==> src/rtl/pool_layer.sv <==
// 2x2 stride-2 signed max-pooling engine. Streams four reads per window
// through the shared load/DMA port, writes the window maximum, and raises
// done once every window of every image has been written back.
module pool_layer #(
  parameter int DATA_W = 16,
  parameter int ADDR_W = 16
) (
  input  logic              clk,
  input  logic              reset,
  input  logic              enable,
  input  logic [ADDR_W-1:0] imagesCount,
  input  logic [ADDR_W-1:0] imgSize,
  input  logic [ADDR_W-1:0] address,
  output logic              done,
  output logic              loadImgEnable,
  output logic [ADDR_W-1:0] loadImgAddrr,
  output logic              RW,
  input  logic [DATA_W-1:0] image,
  output logic [DATA_W-1:0] poolOut,
  input  logic              opDone
);

  localparam logic [ADDR_W-1:0] ONE = ADDR_W'(1);
  localparam logic [ADDR_W-1:0] TWO = ADDR_W'(2);

  typedef enum logic [2:0] {
    IDLE,
    RD0,
    RD1,
    RD2,
    RD3,
    WR,
    FIN
  } state_t;

  state_t state_q;

  // Registered port values
  logic              done_q;
  logic              enable_q;
  logic [ADDR_W-1:0] addr_q;
  logic              rw_q;
  logic [DATA_W-1:0] poolOut_q;

  // Job geometry captured when leaving IDLE
  logic [ADDR_W-1:0] side_q;
  logic [ADDR_W-1:0] area_q;
  logic [ADDR_W-1:0] outLast_q;
  logic [ADDR_W-1:0] countLast_q;

  // Window position: counters plus matching address pointers, so that no
  // multiplier is needed while walking the images
  logic [ADDR_W-1:0] i_q, j_q, k_q;
  logic [ADDR_W-1:0] imgPtr_q, rowPtr_q, winPtr_q, wrPtr_q;

  // Running maximum of the current window
  logic [DATA_W-1:0] max_q;

  // Next-window values
  logic [ADDR_W-1:0] i_d, j_d, k_d;
  logic [ADDR_W-1:0] imgPtr_d, rowPtr_d, winPtr_d;
  logic              lastWin_d;

  logic [ADDR_W-1:0] imgAreaIn;
  logic [ADDR_W-1:0] outBaseIn;
  logic              jobValid;
  logic              greater;
  logic [DATA_W-1:0] rdMax;

  assign done          = done_q;
  assign loadImgEnable = enable_q;
  assign loadImgAddrr  = addr_q;
  assign RW            = rw_q;
  assign poolOut       = poolOut_q;

  // Output area starts right after the last input image (wraps modulo 2^16)
  assign imgAreaIn = imgSize * imgSize;
  assign outBaseIn = address + imagesCount * imgAreaIn;
  assign jobValid  = (imagesCount != '0) && (imgSize >= TWO);

  // Signed compare; a tie keeps the value already held
  assign greater = $signed(image) > $signed(max_q);
  assign rdMax   = greater ? image : max_q;

  // Step to the next window: column, then row pair, then image. Stepping an
  // image restarts from the image base, which skips a dropped odd last row.
  always_comb begin
    j_d       = j_q + ONE;
    i_d       = i_q;
    k_d       = k_q;
    imgPtr_d  = imgPtr_q;
    rowPtr_d  = rowPtr_q;
    winPtr_d  = winPtr_q + TWO;
    lastWin_d = 1'b0;
    if (j_q == outLast_q) begin
      j_d = '0;
      if (i_q == outLast_q) begin
        i_d       = '0;
        k_d       = k_q + ONE;
        imgPtr_d  = imgPtr_q + area_q;
        rowPtr_d  = imgPtr_d;
        winPtr_d  = imgPtr_d;
        lastWin_d = (k_q == countLast_q);
      end else begin
        i_d      = i_q + ONE;
        rowPtr_d = rowPtr_q + (side_q << 1);
        winPtr_d = rowPtr_d;
      end
    end
  end

  // Control FSM: sequences the four reads and one write per window and
  // drives every memory-port output from registers
  always_ff @(posedge clk) begin
    if (reset) begin
      state_q     <= IDLE;
      done_q      <= 1'b0;
      enable_q    <= 1'b0;
      addr_q      <= '0;
      rw_q        <= 1'b0;
      poolOut_q   <= '0;
      side_q      <= '0;
      area_q      <= '0;
      outLast_q   <= '0;
      countLast_q <= '0;
      i_q         <= '0;
      j_q         <= '0;
      k_q         <= '0;
      imgPtr_q    <= '0;
      rowPtr_q    <= '0;
      winPtr_q    <= '0;
      wrPtr_q     <= '0;
      max_q       <= '0;
    end else begin
      case (state_q)
        IDLE: begin
          if (enable) begin
            side_q      <= imgSize;
            area_q      <= imgAreaIn;
            outLast_q   <= (imgSize >> 1) - ONE;
            countLast_q <= imagesCount - ONE;
            i_q         <= '0;
            j_q         <= '0;
            k_q         <= '0;
            imgPtr_q    <= address;
            rowPtr_q    <= address;
            winPtr_q    <= address;
            wrPtr_q     <= outBaseIn;
            if (jobValid) begin
              enable_q <= 1'b1;
              rw_q     <= 1'b0;
              addr_q   <= address;
              state_q  <= RD0;
            end else begin
              done_q  <= 1'b1;
              state_q <= FIN;
            end
          end
        end
        RD0: begin
          if (opDone) begin
            max_q   <= image;
            addr_q  <= winPtr_q + ONE;
            state_q <= RD1;
          end
        end
        RD1: begin
          if (opDone) begin
            max_q   <= rdMax;
            addr_q  <= winPtr_q + side_q;
            state_q <= RD2;
          end
        end
        RD2: begin
          if (opDone) begin
            max_q   <= rdMax;
            addr_q  <= winPtr_q + side_q + ONE;
            state_q <= RD3;
          end
        end
        RD3: begin
          if (opDone) begin
            max_q     <= rdMax;
            poolOut_q <= rdMax;
            rw_q      <= 1'b1;
            addr_q    <= wrPtr_q;
            state_q   <= WR;
          end
        end
        WR: begin
          if (opDone) begin
            rw_q     <= 1'b0;
            wrPtr_q  <= wrPtr_q + ONE;
            i_q      <= i_d;
            j_q      <= j_d;
            k_q      <= k_d;
            imgPtr_q <= imgPtr_d;
            rowPtr_q <= rowPtr_d;
            winPtr_q <= winPtr_d;
            if (lastWin_d) begin
              enable_q <= 1'b0;
              done_q   <= 1'b1;
              state_q  <= FIN;
            end else begin
              addr_q  <= winPtr_d;
              state_q <= RD0;
            end
          end
        end
        FIN: begin
          if (!enable) begin
            done_q  <= 1'b0;
            state_q <= IDLE;
          end
        end
        default: begin
          state_q  <= IDLE;
          done_q   <= 1'b0;
          enable_q <= 1'b0;
        end
      endcase
    end
  end

endmodule

==> config.mk <==
export PLATFORM = sky130hd
export DESIGN_NAME = pool_layer
export DESIGN_NICKNAME = d
export VERILOG_FILES = /design/src/rtl/pool_layer.sv
export SDC_FILE = /design/constraint.sdc
export NUM_CORES = 1
export LEC_CHECK = 0
export ABC_AREA = 0
export CAP_MARGIN = 20
export CORE_MARGIN = 4
export CORE_UTILIZATION = 50
export CTS_CLUSTER_SIZE = 14
export DETAILED_ROUTE_END_ITERATION = 6
export PLACE_DENSITY = 0.78
export SETUP_SLACK_MARGIN = 0.2
export SLEW_MARGIN = 10
export SYNTH_ARGS = -nofsm -noshare
export SYNTH_HDL_FRONTEND = slang
export SYNTH_SLANG_ARGS = --single-unit
==> constraint.sdc <==
create_clock -name clk -period 15.8 [get_ports clk]
set_input_delay 1.58 -clock clk [delete_from_list [all_inputs] [get_ports clk]]
set_output_delay 1.58 -clock clk [all_outputs]
set_load 0.03 [all_outputs]
* Yosys cells after proc, flatten, opt, wreduce, memory -nomap -nowiden
Index checks and enable logic that the tools add are counted.
** Operators by class
- Add/subtract/negate cells :: 13
- Multiply operators :: 2
- Magnitude comparators :: 2
- Equal/unequal tests :: 23
- Muxes and demuxes :: 68
- Bitwise logic cells :: 2
- Reduce and logical (&&, ||, !) cells :: 21
** Operator list (count)
- 2-to-1 mux 16 bit :: 31
- one-hot mux 16 bit (2 select lines) :: 8
- adder 16 x 1 -> 16 bit (second input constant) :: 6
- one-hot mux 16 bit (6 select lines) :: 1
- adder 16 bit :: 4
- equality test 16 bit :: 3
- multiplier 16 x 16 -> 16 bit :: 2
- 2-to-1 mux 3 bit :: 9
- != test 2 bit (second input constant) :: 13
- one-hot mux 3 bit (7 select lines) :: 1
- adder 16 x 2 -> 16 bit (second input constant) :: 1
- greater-or-equal comparator 16 x 2 -> 1 bit (second input constant) :: 1
- greater-than comparator 16 bit :: 1
- nonzero test 16 bit :: 1
- subtractor 15 x 1 -> 16 bit (second input constant) :: 1
- subtractor 16 x 1 -> 16 bit (second input constant) :: 1
- 2-to-1 mux 1 bit :: 15
- AND reduction 5 bit :: 3
- equality test 3 bit (second input constant) :: 3
- AND reduction 9 bit :: 1
- AND reduction 7 bit :: 1
- equality test 3 x 2 -> 1 bit (second input constant) :: 2
- one-hot mux 1 bit (3 select lines) :: 2
- AND reduction 3 bit :: 2
- 15 further kinds :: 18
** Word-level totals
- Register bits after elaboration :: 230
- Output and inout bits :: 35

* Logic depth before layout (Yosys ltp)
Gate-level depths: netlist (run 1).
- Word-level depth :: 6
- Depth in mapped cells :: 43
- Depth with buffers taken out :: 41

* Worst setup path after synthesis (run 1)
OpenSTA, ideal clock, no wires.
- Path kind :: in2reg
- Start point :: input port imgSize[2]
- End point :: register wrPtr_q[15]
- Arrival :: 11.171 ns
- Data required time :: 15.658 ns
- Path slack :: 4.487 ns
- Stages :: 41
- Buffers on the path :: 2
- Path through :: clkbuf_1 > clkbuf_1 > nand2_1 > inv_1 > fa_1 > inv_1 > fa_1 > inv_1 > fa_1 > inv_1 > fa_1 > inv_1 > fa_1 > inv_1 > fa_1 > inv_1 > ha_1 > a21oi_1 > (+5 left out) > inv_1 > fa_1 > inv_1 > fa_1 > fa_1 > inv_1 > fa_1 > fa_1 > xnor2_1 > xnor2_1 > xnor2_1 > xnor2_1 > xnor2_1 > xnor3_2 > xnor2_2 > or4_1 > a31oi_1 > a311oi_1
** Between the ends
- Cells in the longest elaborated chain, start to end :: 5
** RTL lines
- start: declaration :: RTL line 12 : input logic [ADDR_W-1:0] imgSize,
- multiplier 16 x 16 -> 16 bit :: RTL line 77 : assign imgAreaIn = imgSize * imgSize;
- multiplier 16 x 16 -> 16 bit :: RTL line 78 : assign outBaseIn = address + imagesCount * imgAreaIn;
- adder 16 bit :: RTL line 78
- 2-to-1 mux 16 bit :: RTL line 137 : if (enable) begin
- one-hot mux 16 bit (2 select lines) :: RTL line 135 : case (state_q)
- end signal: assignment :: RTL line 148 : wrPtr_q <= outBaseIn;
- end signal: assignment :: RTL line 193 : wrPtr_q <= wrPtr_q + ONE;
- end: declaration :: RTL line 54 : logic [ADDR_W-1:0] imgPtr_q, rowPtr_q, winPtr_q, wrPtr_q;
No other way between the ends. The select of a mux whose other input is x is not followed.
A chain may end at the register's enable or synchronous reset.

* Worst setup path after layout (run 1)
- Start point :: input port imgSize[1]
- End point :: register wrPtr_q[15]
The elaborated chain is that of the path after synthesis.

==> impl_metrics.ini, run 1 <==
[run_status]
outcome = finished with violations
violations = design-rule violations

[timing]
fmax_mhz = 83.04
rsz0062_at_grt = no
setup_tns_ns = 0
setup_viol = 0
slew_viol_final = 0
worstMarginPinSlew_ns = 1.060
hold_viol = 0
layout_min_cycle_time_ns = 12.04
max_slew_margin_pct = 29.06
period_share_pct = 76.22
finClkSkew_ns = 0.02611

[route]
viasPerCell = 5.926
vias = 20617
drt_iter0_markers = 2075
firstDrtPassIters = 7
wl_per_cell_um = 18.87
postRouteAntennaNets = 0
drc = 2
wirelength_mm = 65.67

[clocking]
insertion_delay_ns = 0.56
cts_tree = yes
clockBufferDepth = 3
clock-sinks = 228
cts_resized = 0
path_clk_slew_ns = 0.06
cts-root-buf = clkbuf_16
cts_made_buffers = 26
postCtsSetupBuffers = 0
ctsHoldBuffers = 0
h-tree-depth = 1

[place]
routabilityCongestion = 0.9710
placed_cell_area_mm2 = 0.02380
dp_hpwl_mm = 50.10
io_buffer_count = 102

[floorplan]
core_area_mm2 = 0.04432
die_w_um = 219.9
io_pins = 103
rows = 77
dieArea_mm2 = 0.04837
initial_utilization_pct = 50.67
chipHeight_um = 219.9

[synth]
yosysUniqueCellTypes = 84
synthArstFlopShare_pct = 0
yosys_most_used_dff = dfxtp_1
syn_area_mm2 = 0.02246
yosysWarnings = 0
synth-seq-area-share_pct = 20.33
synth_fp_nets = 3272
syn_area_per_cell_um2 = 7.811
synthCells = 2875
synth_edf_count = 0
ys_seq_elements = 228

[layout]
area_growth_pct = 10.28
layout_common_cells = nand2_1, inv_1, nor2_1, dfxtp_1, a21oi_1
final_common_cell = nand2_1
fillers = 4066
multi_input_area_mm2 = 0.01608
finalInstanceArea_mm2 = 0.02477
register_area_mm2 = 0.004564
nNetsFinal = 3264
drive_gt1_share_pct = 3.742

[global_routing]
grt_pass1_vias = 20049
overflow = 0
antenna_found_initial = 1
grt.total_usage_pct = 26.84
grt_pass1_wl_mm = 105.8
grt_max_degree = 99

[worst_hold_path]
worstHoldPathType = flip-flop to flip-flop

[worst_setup_path]
critical_path_required_ns = 16.18
critPathMaxFanout = 20
cp_slowest_cell = clkdlybuf4s50_1
cpMostUsedCell = fa_1
cp_slowest_stage_delay_ns = 0.80
crit_type = primary input to flip-flop
cp-end-kind = flip-flop
startpoint_type = primary input
critPathArrivalTime_ns = 12.42

[job]
max-cap-violations = 0
==> critical path, delay by kind of cell <==
| kind | cells | cell delay (ns) |
|---|---|---|
| simple gates | 5 | 1.14 |
| compound gates | 6 | 1.06 |
| fa+ha+maj | 14 | 6.46 |
| buf+inv | 11 | 1.39 |
| xor+xnor | 3 | 0.76 |
==> path summary, 6_finish.rpt <==
kind | start | end | slack (ns) | cells after the start
worst max-delay path | imgSize[1] | wrPtr_q[15] | 3.76 | 39
worst max register to register | state_q[2] | j_q[11] | 11.60 | 12
worst min register to register | loadImgAddrr[5] | loadImgAddrr[5] | 0.45 | 2
worst min-delay path | loadImgAddrr[5] | loadImgAddrr[5] | 0.45 | 2
==> flip-flops by register name, indices dropped and copies added (netlist names) <==
name           count
RW                 1
area_q            14
countLast_q       16
done               1
i_q               16
imgPtr_q          16
j_q               16
k_q               16
loadImgAddrr      16
loadImgEnable      1
max_q             16
outLast_q         16
poolOut           16
rowPtr_q          16
side_q            16
state_q            3
winPtr_q          16
wrPtr_q           16
==> cells by family (layout without fill, tap and decap cells) <==
logic type	Yosys count	count (layout)	synth area share [%]
simple gates	967	967	20.08
compound gates	598	598	17.08
buf+inv	482	493	8.201
fa+ha+maj	329	329	23.31
xor+xnor	228	228	9.054
flops	228	228	20.33
mux	43	43	1.944
other cells	0	1	0
==> synthesized netlist by cell type, drive strengths merged (17+ instances only) <==
cell	instances	area (um2)
a211oi	75	568.0
a21o	23	172.7
a21oi	205	1026
a311oi	31	271.5
a31oi	26	162.7
and2	87	544.3
and3	22	137.6
buf	21	111.4
clkbuf	146	548.0
dfxtp	228	4564
fa	149	2983
ha	180	2252
inv	313	1175
mux2i	41	414.1
nand2	345	1295
nand2b	17	106.4
nand3	53	265.3
nand4	25	156.4
nor2	255	957.2
nor3	50	250.2
nor4	25	168.9
o21a	22	165.2
o21ai	108	540.5
or3	29	181.4
xnor2	127	1120
xor2	99	867.1
==> per-layer routing <==
metal  part of all wire [%]  up-vias  routed length [um]  GRT usage, %
met3                    8.2      170                5377         3.958
met4                    3.4        0                2239         8.771
met2                     46      910               30480         44.14
met1                     42     9854               27570         36.36
li1                       -     9683                   -             -
met5                      0        -                   0             0
==> metrics by stage <==
step                      hold WS (ns)  utilization [%]  std cells  worst slack, ns
final                           0.4540            55.88       3479            3.758
after global routing            0.4777            55.88       3479            3.203
after CTS                       0.4543            55.84       3477            3.810
after detailed placement        0.4456            53.71       3430            3.249
after global placement          0.4426            53.66       3428            3.516
after floorplan                 0.4347                -       2875            4.487
==> cell type report <==
cell class | instances | share of cell area, %
Tap cell | 592 | 2.991
Inverter | 315 | 4.774
Multi-Input combinational cell | 2165 | 64.92
Clock buffer | 33 | 2.935
Antenna cell | 1 | 0.01010
Sequential cell | 228 | 18.43
Clock inverter | 14 | 0.8740
Timing Repair Buffer | 131 | 5.067
Power of run 1 is left out: the tool's default activity adds up to more than one toggle a clock period on the data nets, which glitch-free logic cannot reach.
==> inputs of run 2 (changes only) <==
clock period = 12.52 ns   (was 15.8 ns; I/O delays follow)
==> run 2 against run 1 <==
Compared with the run above: the flow still finishes with violations (design-rule violations); largest cell class unchanged; first-iteration DRC count rose by 2.7%; non-clock buffer count up 8; via count rose by 1.0%; global-route usage rose by 0.55 points; sequential share of layout area about the same; worst hold slack worse by 0.00056 ns; critical path depth decreased by 1; die area is the same; setup slack worse by 2.7 ns.
==> impl_metrics.ini, run 2 (same netlist as run 1, synthesis figures left out) <==
[layout]
final_common_cell = nand2_1
layout_common_cells = nand2_1, inv_1, nor2_1, dfxtp_1, a21oi_1
nNetsFinal = 3272
fillers = 4042
area_growth_pct = 10.13
drive_gt1_share_pct = 3.841
fin_util_pct = 55.80

[floorplan]
chipHeight_um = 219.9
die_w_um = 219.9
io_pins = 103
core_area_mm2 = 0.04432
dieArea_mm2 = 0.04837
initial_utilization_pct = 50.67
rows = 77

[clocking]
cts_resized = 0
clockBufferDepth = 3
clock-sinks = 228
insertion_delay_ns = 0.57
cts_made_buffers = 26
postCtsSetupBuffers = 0
cts_tree = yes
path_clk_slew_ns = 0.07
cts-root-buf = clkbuf_16
h-tree-depth = 1
ctsHoldBuffers = 0

[worst_setup_path]
cp_slowest_stage_delay_ns = 0.84
cp-end-kind = flip-flop
cp_slowest_cell = clkdlybuf4s50_1
critPathMaxFanout = 12
critical_path_required_ns = 12.89
crit_type = primary input to flip-flop
critPathArrivalTime_ns = 11.82
cpMostUsedCell = fa_1
startpoint_type = primary input

[route]
wl_per_cell_um = 19.26
wirelength_mm = 67.09
postRouteAntennaNets = 0
firstDrtPassIters = 7
viasPerCell = 5.979
drc = 9
vias = 20825
drt_iter0_markers = 2132

[global_routing]
grt_max_degree = 100
antenna_found_initial = 1
grt_pass1_vias = 20529
overflow = 0
grt_pass1_wl_mm = 107.9
grt.total_usage_pct = 27.39

[timing]
layout_min_cycle_time_ns = 11.45
setup_tns_ns = 0
worstMarginPinSlew_ns = 1.109
max_slew_margin_pct = 25.39
setup_viol = 0
rsz0062_at_grt = no
hold_viol = 0
finClkSkew_ns = 0.04256
period_share_pct = 91.47
fmax_mhz = 87.32
fin_ws_ns = 1.068
slew_viol_final = 0

[place]
io_buffer_count = 102
dp_hpwl_mm = 51.04
pre_cts_ws_ns = 0.5974
routabilityCongestion = 1.006

[run_status]
violations = design-rule violations
outcome = finished with violations

[job]
max-cap-violations = 0

[worst_hold_path]
worstHoldPathType = flip-flop to flip-flop
==> run 2: final timing paths <==
| path | from | endpoint | slack [ns] | cells past startpoint |
|---|---|---|---|---|
| setup / recovery | imgSize[6] | wrPtr_q[15] | 1.07 | 38 |
| hold / removal | loadImgAddrr[3] | loadImgAddrr[3] | 0.45 | 2 |
| setup reg to reg | winPtr_q[0] | loadImgAddrr[14] | 8.33 | 12 |
| hold reg to reg | loadImgAddrr[3] | loadImgAddrr[3] | 0.45 | 2 |
==> run 2: layer usage <==
metal	global-route usage, %	up-vias	share of wire, %
li1	-	9679	-
met1	36.81	9972	41
met2	43.89	950	45
met3	4.730	222	9.2
met4	11.01	2	4.5
met5	0	-	0.019
==> run 2: final cells by class <==
class	count	area, um2	share of cell area (%)
timing repair buffer	139	1308	5.287
sequential	228	4564	18.46
clock buffer	33	716.9	2.899
antenna	1	2.502	0.01012
inverter	315	1182	4.781
multi-input combinational	2165	16080	65.01
clock inverter	10	140.1	0.5666
tap	592	740.7	2.995
==> run 2: metrics by stage <==
step	instances	hold slack [ns]	area [um2]
floorplan	2875	0.4347	22460
global placement	3438	0.4425	23860
detailed placement	3439	0.4457	23870
CTS	3482	0.4535	24730
global route	3482	0.4698	24730
finish	3483	0.4535	24730
==> run 2: worst max-delay path, delay by kind of cell <==
family / cells / cell delay [ns]
adder cells (fa/ha/maj): 14 / 6.12
AND/OR/NAND/NOR: 7 / 1.49
buffers and inverters: 10 / 1.31
XOR/XNOR: 3 / 0.93
AO/OA/AOI/OAI: 4 / 0.69
Power of run 2 is left out for the same reason.
